File: src/rtl/riscv_pkg.sv
// riscv_pkg: shared types and constants for the memory port arbiter
// Provides owner_e, which tags each granted transaction with the master that
// receives its response, and BE_WORD, the byte enables used for fetches.
package riscv_pkg;
  typedef enum logic {OWNER_INSTR = 1'b0, OWNER_DATA = 1'b1} owner_e;
  localparam logic [3:0] BE_WORD = 4'hF;
endpackage

File: src/rtl/arb_owner_fifo.sv
// arb_owner_fifo: in-order record of which master owns each outstanding transaction
// Ports:
//   clk, reset_n     clock, asynchronous active-low reset
//   push, din        record the owner of a newly granted transaction
//   pop              retire the oldest transaction (ignored while empty)
//   head             owner of the oldest outstanding transaction
//   full, empty      occupancy flags
//   count            number of outstanding transactions
module arb_owner_fifo
  import riscv_pkg::*;
#(
  parameter int DEPTH = 2
) (
  input  logic       clk,
  input  logic       reset_n,
  input  logic       push,
  input  owner_e     din,
  input  logic       pop,
  output owner_e     head,
  output logic       full,
  output logic       empty,
  output logic [2:0] count
);
  localparam int PW = DEPTH > 1 ? $clog2(DEPTH) : 1;
  owner_e slots [DEPTH];
  logic [PW-1:0] wptr, rptr;
  logic push_en, pop_en;
  // Explicit wrap keeps non-power-of-two depths correct.
  function automatic logic [PW-1:0] inc(input logic [PW-1:0] p);
    return (p == PW'(DEPTH - 1)) ? '0 : p + 1'b1;
  endfunction
  assign pop_en  = pop & ~empty;
  assign push_en = push & (~full | pop_en);
  assign head    = slots[rptr];
  assign full    = count == 3'(DEPTH);
  assign empty   = count == 3'd0;
  always_ff @(posedge clk or negedge reset_n)
    if (!reset_n) begin
      wptr  <= '0;
      rptr  <= '0;
      count <= '0;
    end else begin
      if (push_en) wptr <= inc(wptr);
      if (pop_en) rptr <= inc(rptr);
      count <= count + 3'(push_en) - 3'(pop_en);
    end
  always_ff @(posedge clk)
    if (push_en) slots[wptr] <= din;
endmodule

File: src/rtl/mem_port_arbiter.sv
// mem_port_arbiter: shares one memory port between instruction fetch and the load/store unit
// Ports:
//   clk, reset_n              clock, asynchronous active-low reset
//   instr_req/addr            fetch request; instr_gnt accepts it
//   instr_valid/rdata/err     fetch response
//   data_req/we/be/addr/wdata LSU request; data_gnt accepts it
//   data_valid/rdata/err      LSU response
//   mem_req/we/be/addr/wdata  request to memory; mem_gnt accepts it
//   mem_valid/rdata/err       in-order memory response
//   outstanding_cnt           granted-but-unanswered transactions
//   spurious_rsp              mem_valid seen with nothing outstanding
module mem_port_arbiter
  import riscv_pkg::*;
#(
  parameter int MAX_OUTSTANDING = 2,
  parameter int STARVE_LIMIT    = 4
) (
  input  logic        clk,
  input  logic        reset_n,
  input  logic        instr_req,
  input  logic [31:0] instr_addr,
  output logic        instr_gnt,
  output logic        instr_valid,
  output logic [31:0] instr_rdata,
  output logic        instr_err,
  input  logic        data_req,
  input  logic        data_we,
  input  logic [3:0]  data_be,
  input  logic [31:0] data_addr,
  input  logic [31:0] data_wdata,
  output logic        data_gnt,
  output logic        data_valid,
  output logic [31:0] data_rdata,
  output logic        data_err,
  output logic        mem_req,
  output logic        mem_we,
  output logic [3:0]  mem_be,
  output logic [31:0] mem_addr,
  output logic [31:0] mem_wdata,
  input  logic        mem_gnt,
  input  logic        mem_valid,
  input  logic [31:0] mem_rdata,
  input  logic        mem_err,
  output logic [2:0]  outstanding_cnt,
  output logic        spurious_rsp
);
  localparam int SW = $clog2(STARVE_LIMIT + 1);
  logic [SW-1:0] starve_cnt;
  logic can_issue, force_instr, sel_data, sel_instr, pop, full, empty;
  owner_e head;
  always_comb begin
    // A response retiring this cycle frees a slot for a same-cycle issue.
    can_issue   = ~full | mem_valid;
    force_instr = instr_req & (starve_cnt == SW'(STARVE_LIMIT));
    sel_data    = data_req & ~force_instr;
    sel_instr   = instr_req & ~sel_data;
    mem_req     = reset_n & can_issue & (data_req | instr_req);
    mem_we      = sel_data & data_we;
    mem_be      = sel_data ? data_be : BE_WORD;
    mem_addr    = sel_data ? data_addr : instr_addr;
    mem_wdata   = sel_data ? data_wdata : 32'h0;
    data_gnt    = mem_gnt & mem_req & sel_data;
    instr_gnt   = mem_gnt & mem_req & sel_instr;
    pop         = mem_valid & ~empty;
    data_valid  = pop & (head == OWNER_DATA);
    instr_valid = pop & (head == OWNER_INSTR);
    spurious_rsp = reset_n & mem_valid & empty;
  end
  assign instr_rdata = mem_rdata;
  assign instr_err   = mem_err;
  assign data_rdata  = mem_rdata;
  assign data_err    = mem_err;
  // Counts data grants that overtook a waiting fetch; saturates at the limit.
  always_ff @(posedge clk or negedge reset_n)
    if (!reset_n) starve_cnt <= '0;
    else if (instr_gnt | ~instr_req) starve_cnt <= '0;
    else if (data_gnt && starve_cnt != SW'(STARVE_LIMIT)) starve_cnt <= starve_cnt + 1'b1;
  arb_owner_fifo #(.DEPTH(MAX_OUTSTANDING)) u_fifo (
    .clk     (clk),
    .reset_n (reset_n),
    .push    (instr_gnt | data_gnt),
    .din     (data_gnt ? OWNER_DATA : OWNER_INSTR),
    .pop     (pop),
    .head    (head),
    .full    (full),
    .empty   (empty),
    .count   (outstanding_cnt)
  );
endmodule

File: config.mk
export PLATFORM = sky130hd
export DESIGN_NAME = mem_port_arbiter
export DESIGN_NICKNAME = d
export VERILOG_FILES = /design/src/rtl/riscv_pkg.sv /design/src/rtl/arb_owner_fifo.sv /design/src/rtl/mem_port_arbiter.sv
export SDC_FILE = /design/constraint.sdc
export NUM_CORES = 1
export LEC_CHECK = 0
export BUFFER_PORTS_ARGS = -buffer_cell sky130_fd_sc_hd__buf_2
export CORE_AREA = 4 4 107 109
export DETAILED_ROUTE_END_ITERATION = 10
export DIE_AREA = 0 0 111 113
export GPL_ROUTABILITY_DRIVEN = 0
export SETUP_SLACK_MARGIN = 0.3
export SLEW_MARGIN = 20
export SYNTH_ARGS = -nofsm -noshare
export SYNTH_HDL_FRONTEND = slang
export SYNTH_HIERARCHICAL = 1
export SYNTH_SLANG_ARGS = --single-unit
File: constraint.sdc
create_clock -name clk -period 3.8 [get_ports clk]
set_input_delay 0.38 -clock clk [delete_from_list [all_inputs] [get_ports clk]]
set_output_delay 0.38 -clock clk [all_outputs]
set_load 0.1 [all_outputs]
==> run metrics, run 1 <==
run status=finished, violations left; violations in the final reports=hold timing; Resized cells post-CTS=0; average vias per placed instance=about 4; via count of the first global-routing pass=around 1800; Remaining Overflow, GRT=0; floorplan die area=~13000 um^2; ratio of cells with drive above 1 in the final layout=0.735; slowest cell delay on critical path=about 0.45 ns; pin count of the biggest net entering global routing=38; effective utilization at floorplan=0.171; Total Power=about 1200 uW; path category of the worst min-delay check=in2async; final number of setup-violating endpoints=0; total core area=10600 um^2; area of the mapped netlist=1810 um^2; actual slew at the worst max-slew pin=0.566 ns; Final Hold Viols=2; Critical Path Slowest Stage Cell=sky130_fd_sc_hd__or3_4; number of nets in the layout=about 460; cell-by-cell listing of the critical path=inv_2, nor3_1, nor2b_1, or3_4, inv_1, o41ai_4, ha_1, inv_1, ha_1, fa_1, xnor2_1, xnor2_1; power density over the cells=488 nW/um^2; clock latency on the worst-skew pair=~0.23 ns; proportion of power drawn by the clock network=0.096; number of buffers between clock root and the deepest sink=2; Worst slew margin=0.625; WL per Instance=~15 um; sequential element share of the synthesized area=0.144; Post-Synthesis Net Count=350; buffer count from post-CTS setup fixing=0; element type at the critical path end=flip-flop; highest clock rate=0.360 GHz; Clock Tree Root=sky130_fd_sc_hd__clkbuf_8; Worst IR Drop VDD=about 220 uV; Setup Crit Path Kind=reg2reg; Vert. Die Dim=around 110 um; htree depth=1; largest fanout of any net on the critical path=6; CTS tree=built; clock edge transition at the registers on the reported setup and hold paths=0.05 ns; Post-Synthesis Cells=between 200 and 250; mean instance size in the synthesized netlist=8.84 um^2; Worst Path Arrival=between 2 and 3 ns; filler instances=1186; Sw Ratio=0.657; post-route DRC violation count=0; antenna viol nets, final=0; switching component of the power=773 uW; number of buffer and inverter instances along the worst setup path=3; DRT Wirelength=approximately 7100 um; worst clock skew=between 0.003 and 0.004 ns; horizontal extent of the die=around 110 um; number of I/O pins=284; post-route worst hold slack=-0.00106 ns; max-slew violation total from the final report=0; Port-buffer cells=~180; number of violations reported at the end of detailed-routing iteration 0=32; half-perimeter wire length after detailed placement=~6400 um; most used cells in the layout excluding fill and tap cells=sky130_fd_sc_hd__buf_2 (184), sky130_fd_sc_hd__and3_1 (34), sky130_fd_sc_hd__mux2_2 (33), sky130_fd_sc_hd__dfrtp_1 (8), sky130_fd_sc_hd__inv_1 (6); Period Utilization, post-route=0.730; drt pass-1 iters=4; sequential share of power=0.154; Synth area leader=sky130_fd_sc_hd__buf_4; Global Route Usage Sum=0.101; total vias in the final route=approximately 1800; P_int=~400 uW; worst flop-to-flop path startpoint=u_fifo/count[1]; initial antenna violation count=0; YS warnings=6; worst setup slack for register-to-register paths=about 1 ns; number of flip-flops and latches in the synthesized netlist=10; share of Yosys cell area claimed by the top area cell type=0.286; endpoint of the lowest-slack register-to-register path=u_fifo/count[2]; row count=38; count of clock tree sinks=10; required time at the endpoint of the critical path=3.95 ns; logic gate share of total power=0.750; standby leakage power=around 0.0014 uW; setup repair after global routing missed its margin=no; Critical Path Start Type=flip-flop; count of cells along the worst register-to-register path=12; number of buffers created by CTS=3; library cells used by synthesis=31; clock period minus worst slack=between 2 and 3 ns; post-cts hold buffer count=0; growth of design area from synthesis to finish=32.9%; crit-path leading delay family=adder cells; cell types occupying the most area after synthesis=sky130_fd_sc_hd__buf_4 (29%), sky130_fd_sc_hd__mux2_2 (20%), sky130_fd_sc_hd__and3_1 (12%); MaxCap Viol Count=0; wire length of the first global-routing pass=a little over 10000 um; Antenna diodes=0; most common library cell in the layout ignoring fill and taps=sky130_fd_sc_hd__buf_2; Total Neg Setup Slack=0 ns
[how the worst max path moves through the flow]
stage	from	to	slack (ns)	cells after the start
floorplan	u_fifo/count[2]	instr_gnt	0.36	5
global placement	u_fifo/count[1]	u_fifo/count[2]	1.13	12
detailed placement	u_fifo/count[1]	u_fifo/count[2]	1.02	12
CTS	u_fifo/count[1]	u_fifo/count[2]	1.01	12
global route	u_fifo/count[1]	u_fifo/count[2]	0.86	12
finish	u_fifo/count[1]	u_fifo/count[2]	1.03	12
[cell type report]
type	instances	area [um^2]	share of cell area
multi-input combinational	110	966	0.401
timing repair buffer	186	936	0.389
sequential	10	260	0.108
tap	140	175	0.0727
clock buffer	4	45.0	0.0187
inverter	7	26.3	0.0109
[per-stage QoR]
step                cells  cell area [um^2]   util  worst slack, ns
finish                457              2410  0.227             1.03
floorplan             205              1820      -            0.355
detailed placement    453              2360  0.223             1.02
CTS                   457              2410  0.227             1.01
global placement      453              2360  0.223             1.13
global route          457              2410  0.227            0.857
[layer usage]
layer	vias to the layer above	global-route usage	wire length, um
met3	8	0.0465	950
met2	147	0.180	3470
met5	-	0	0
met4	0	0.0197	67
li1	851	-	-
met1	806	0.111	2570
[power groups by stage]
stage | Clock (uW) | Sequential, uW | Combinational [uW]
6_report | 113 | 181 | 882
5_1_grt | 120 | 186 | 927
4_1_cts | 115 | 182 | 892
3_5_place_dp | 0 | 183 | 889
3_3_place_gp | 0 | 178 | 880
2_1_floorplan | 0 | 297 | 933
[Yosys cell counts]
master	instances
sky130_fd_sc_hd__nand2b_1	4
sky130_fd_sc_hd__edfxtp_1	2
sky130_fd_sc_hd__nor2b_1	4
sky130_fd_sc_hd__buf_2	1
sky130_fd_sc_hd__nor3_1	2
sky130_fd_sc_hd__ha_1	4
sky130_fd_sc_hd__inv_1	6
sky130_fd_sc_hd__nor2_1	5
sky130_fd_sc_hd__fa_1	1
sky130_fd_sc_hd__nand4_1	1
sky130_fd_sc_hd__o41ai_4	1
sky130_fd_sc_hd__o211ai_1	3
sky130_fd_sc_hd__o31ai_4	2
sky130_fd_sc_hd__buf_4	69
sky130_fd_sc_hd__inv_2	1
sky130_fd_sc_hd__xnor2_1	3
sky130_fd_sc_hd__and2_1	2
sky130_fd_sc_hd__nand3_2	1
sky130_fd_sc_hd__dfrtp_1	8
sky130_fd_sc_hd__nand2_4	1
sky130_fd_sc_hd__and3_1	34
sky130_fd_sc_hd__clkbuf_1	6
sky130_fd_sc_hd__nand2_1	3
sky130_fd_sc_hd__nor3b_1	1
sky130_fd_sc_hd__o211ai_2	1
sky130_fd_sc_hd__mux2_2	33
sky130_fd_sc_hd__xor2_1	1
sky130_fd_sc_hd__nor2_2	1
sky130_fd_sc_hd__nand4b_1	1
sky130_fd_sc_hd__or3_4	1
sky130_fd_sc_hd__buf_6	2
[cell families after synthesis]
family | after synthesis | share of synthesized area
mux | 33 | 0.205
fa+ha+maj | 5 | 0.0386
compound gates | 7 | 0.0580
flops | 10 | 0.144
xor+xnor | 4 | 0.0193
buf+inv | 85 | 0.328
simple gates | 61 | 0.208
[sequential cells by signal (all words and copies together) (netlist names)]
name,cells
starve_cnt,3
u_fifo/count,3
u_fifo/rptr,1
u_fifo/slots,2
u_fifo/wptr,1
Power figures use the tool's default switching activity.
==> run 2, diff against run 1 <==
CORE_AREA = 4 4 109 111   (was 4 4 107 109)
DIE_AREA = 0 0 113 115   (was 0 0 111 113)
clock period = 2.4 ns   (was 3.8 ns; I/O delays follow)
==> run 2 against run 1 <==
The run now ends clean. Clock skew fell by 0.00052 ns. Sequential share of layout area is 3.2 points lower. Worst hold slack better by 0.47 ns. Cell count rose by 5.9%. Sequential power grew 64%. Utilization increased by 10 points. Via count is 7.7% higher. Total power grew 95%. Die area grew 3.6%. Critical path depth stayed put. Register-to-register slack worse by 1.0 ns. Worst setup slack got worse by 1.0 ns. Critical path type unchanged. Largest power group unchanged.
==> run metrics, run 2 (synthesis results as in run 1) <==
growth of design area from synthesis to finish=97.7%; path category of the worst min-delay check=in2reg; cell-by-cell listing of the critical path=inv_4, nor3_2, nor2b_4, or3_4, inv_4, o41ai_4, ha_1, inv_2, ha_4, fa_2, xnor2_2, xnor2_1; Vert. Die Dim=115 um (+1.8%); standby leakage power=0.00191 uW (+39%); largest fanout of any net on the critical path=3 (-3); Critical Path Start Type=flip-flop; element type at the critical path end=flip-flop; number of buffers created by CTS=3 (unchanged); DRT Wirelength=7710 um (+9.3%); worst clock skew=0.00266 ns (-0.000516 ns); half-perimeter wire length after detailed placement=5760 um (-9.3%); Critical Path Slowest Stage Cell=sky130_fd_sc_hd__dfrtp_4; initial antenna violation count=0 (unchanged); row count=38 (unchanged); Largest regs=starve_cnt x3, u_fifo/count x3, u_fifo/slots x2; Antenna diodes=0 (unchanged); Clock Tree Root=sky130_fd_sc_hd__clkbuf_8; number of buffers between clock root and the deepest sink=2 (unchanged); required time at the endpoint of the critical path=2.52 ns (-1.43 ns); horizontal extent of the die=113 um (+1.8%); number of violations reported at the end of detailed-routing iteration 0=49 (+53%); post-route DRC violation count=0 (unchanged); clock edge transition at the registers on the reported setup and hold paths=0.05 ns (about the same); run status=finished, final reports clean; WL per Instance=15.9 um (+3.2%); Remaining Overflow, GRT=0 (unchanged); ratio of cells with drive above 1 in the final layout=0.817 (+0.0818); slowest cell delay on critical path=0.49 ns (+0.04 ns); number of I/O pins=284 (unchanged); clock latency on the worst-skew pair=0.23 ns (about the same); CTS tree=built; total core area=10800 um^2 (+1.8%); wire length of the first global-routing pass=10300 um (+1.2%); count of clock tree sinks=10 (unchanged); MaxCap Viol Count=0 (unchanged); Global Route Usage Sum=0.0968 (-0.00439); pin count of the biggest net entering global routing=40 (+5.3%); Total Neg Setup Slack=0 ns (unchanged); total vias in the final route=1951 (+7.7%); most common library cell in the layout ignoring fill and taps=sky130_fd_sc_hd__buf_2; antenna viol nets, final=0 (unchanged); setup repair after global routing missed its margin=yes; final number of setup-violating endpoints=0 (unchanged); htree depth=1 (unchanged); Final Hold Viols=0 (-2); max-slew violation total from the final report=0 (unchanged); average vias per placed instance=4.03 (+1.7%); post-route worst hold slack=0.468 ns (+0.469 ns); actual slew at the worst max-slew pin=0.491 ns (-0.0748 ns); Period Utilization, post-route=0.994 (+0.264); clock period minus worst slack=2.39 ns (-0.388 ns); drt pass-1 iters=4 (unchanged); via count of the first global-routing pass=1944 (+6.1%); utilization of the core after routing=0.332 (+0.105); floorplan die area=13000 um^2 (+3.6%); Worst Path Arrival=2.50 ns (-0.42 ns); Worst slew margin=0.675 (+0.0495); number of nets in the layout=490 (+5.8%); highest clock rate=0.419 GHz (+16%); Port-buffer cells=184 (unchanged); most used cells in the layout excluding fill and tap cells=sky130_fd_sc_hd__buf_2 (113), sky130_fd_sc_hd__buf_4 (46), sky130_fd_sc_hd__and3_1 (34), sky130_fd_sc_hd__mux2_4 (32), sky130_fd_sc_hd__buf_12 (30); dominant cell type by count on the critical path=sky130_fd_sc_hd__inv_4; power density over the cells=639 nW/um^2 (+31%); Setup Crit Path Kind=reg2reg; effective utilization at floorplan=0.168 (-0.00301); Hold Path Cell Cnt=4; Worst IR Drop VDD=864 uV (+290%); count of cells along the worst register-to-register path=12 (unchanged)
==> run 2: changes by cell type in the layout (fill, tap and decap cells not counted), sizes merged <==
cell	delta
buf	+23
dlygate4sd3	+1
clkbuf	-1
nand2	+3
clkinv	+1
==> run 2: worst max-delay path: cells and delay by family, from the launching register on <==
| family | cells | cell delay, ns |
|---|---|---|
| flops | 1 | 0.49 |
| buf+inv | 3 | 0.17 |
| simple gates | 3 | 0.49 |
| fa+ha+maj | 3 | 0.78 |
| compound gates | 1 | 0.06 |
| xor+xnor | 2 | 0.26 |
==> run 2: report_power, final <==
group / leakage (uW) / internal (uW) / switching [uW]
Clock: 0.0000231 / 112 / 62.8
Combinational: 0.00177 / 613 / 1200
Sequential: 0.000116 / 246 / 51.2
Total: 0.00191 / 971 / 1320
==> run 2: layout make-up <==
cell class / count / area [um^2]
Fill cell: 1094 / 7210
Timing Repair Buffer: 210 / 1800
Multi-Input combinational cell: 113 / 1260
Sequential cell: 10 / 272
Tap cell: 140 / 175
Clock buffer: 3 / 41.3
Inverter: 7 / 31.3
Clock inverter: 1 / 3.75
==> run 2: per-layer routing <==
metal  up-vias  global-route usage  routed length [um]
met5         -                   0                   0
met4         0             0.00721                  29
met3         6              0.0316                 873
met2       144               0.190                4320
met1       888               0.105                2480
li1        913                   -                   -
==> run 2: stage by stage <==
stage / setup WS [ns] / instances / power (uW) / instance area [um^2]
after floorplan: -0.371 / 205 / 2030 / 1880
after global placement: 0.0292 / 464 / 1840 / 2610
after detailed placement: -0.00986 / 464 / 1870 / 2610
after CTS: 0.00345 / 480 / 2200 / 3210
after global routing: -0.0882 / 484 / 2390 / 3580
final: 0.0138 / 484 / 2290 / 3580
==> run 2: what timing repair did <==
item,in CTS,in global routing
pin swaps,5,5
cloned,2,1
setup endpoints to repair,68,73
setup buffers,9,3
resized for setup,129,79
hold buffers,1,0
hold endpoints to repair,8,0
==> run 2: final timing paths <==
kind / startpoint / to / slack [ns]
max in group asynchronous: reset_n / u_fifo/count[1] / 1.77
min in group asynchronous: reset_n / starve_cnt[2] / 0.48
hold / removal: mem_gnt / starve_cnt[2] / 0.47
setup / recovery: u_fifo/count[1] / u_fifo/count[2] / 0.01
hold reg to reg: u_fifo/rptr / u_fifo/rptr / 0.47
setup reg to reg: u_fifo/count[1] / u_fifo/count[2] / 0.01
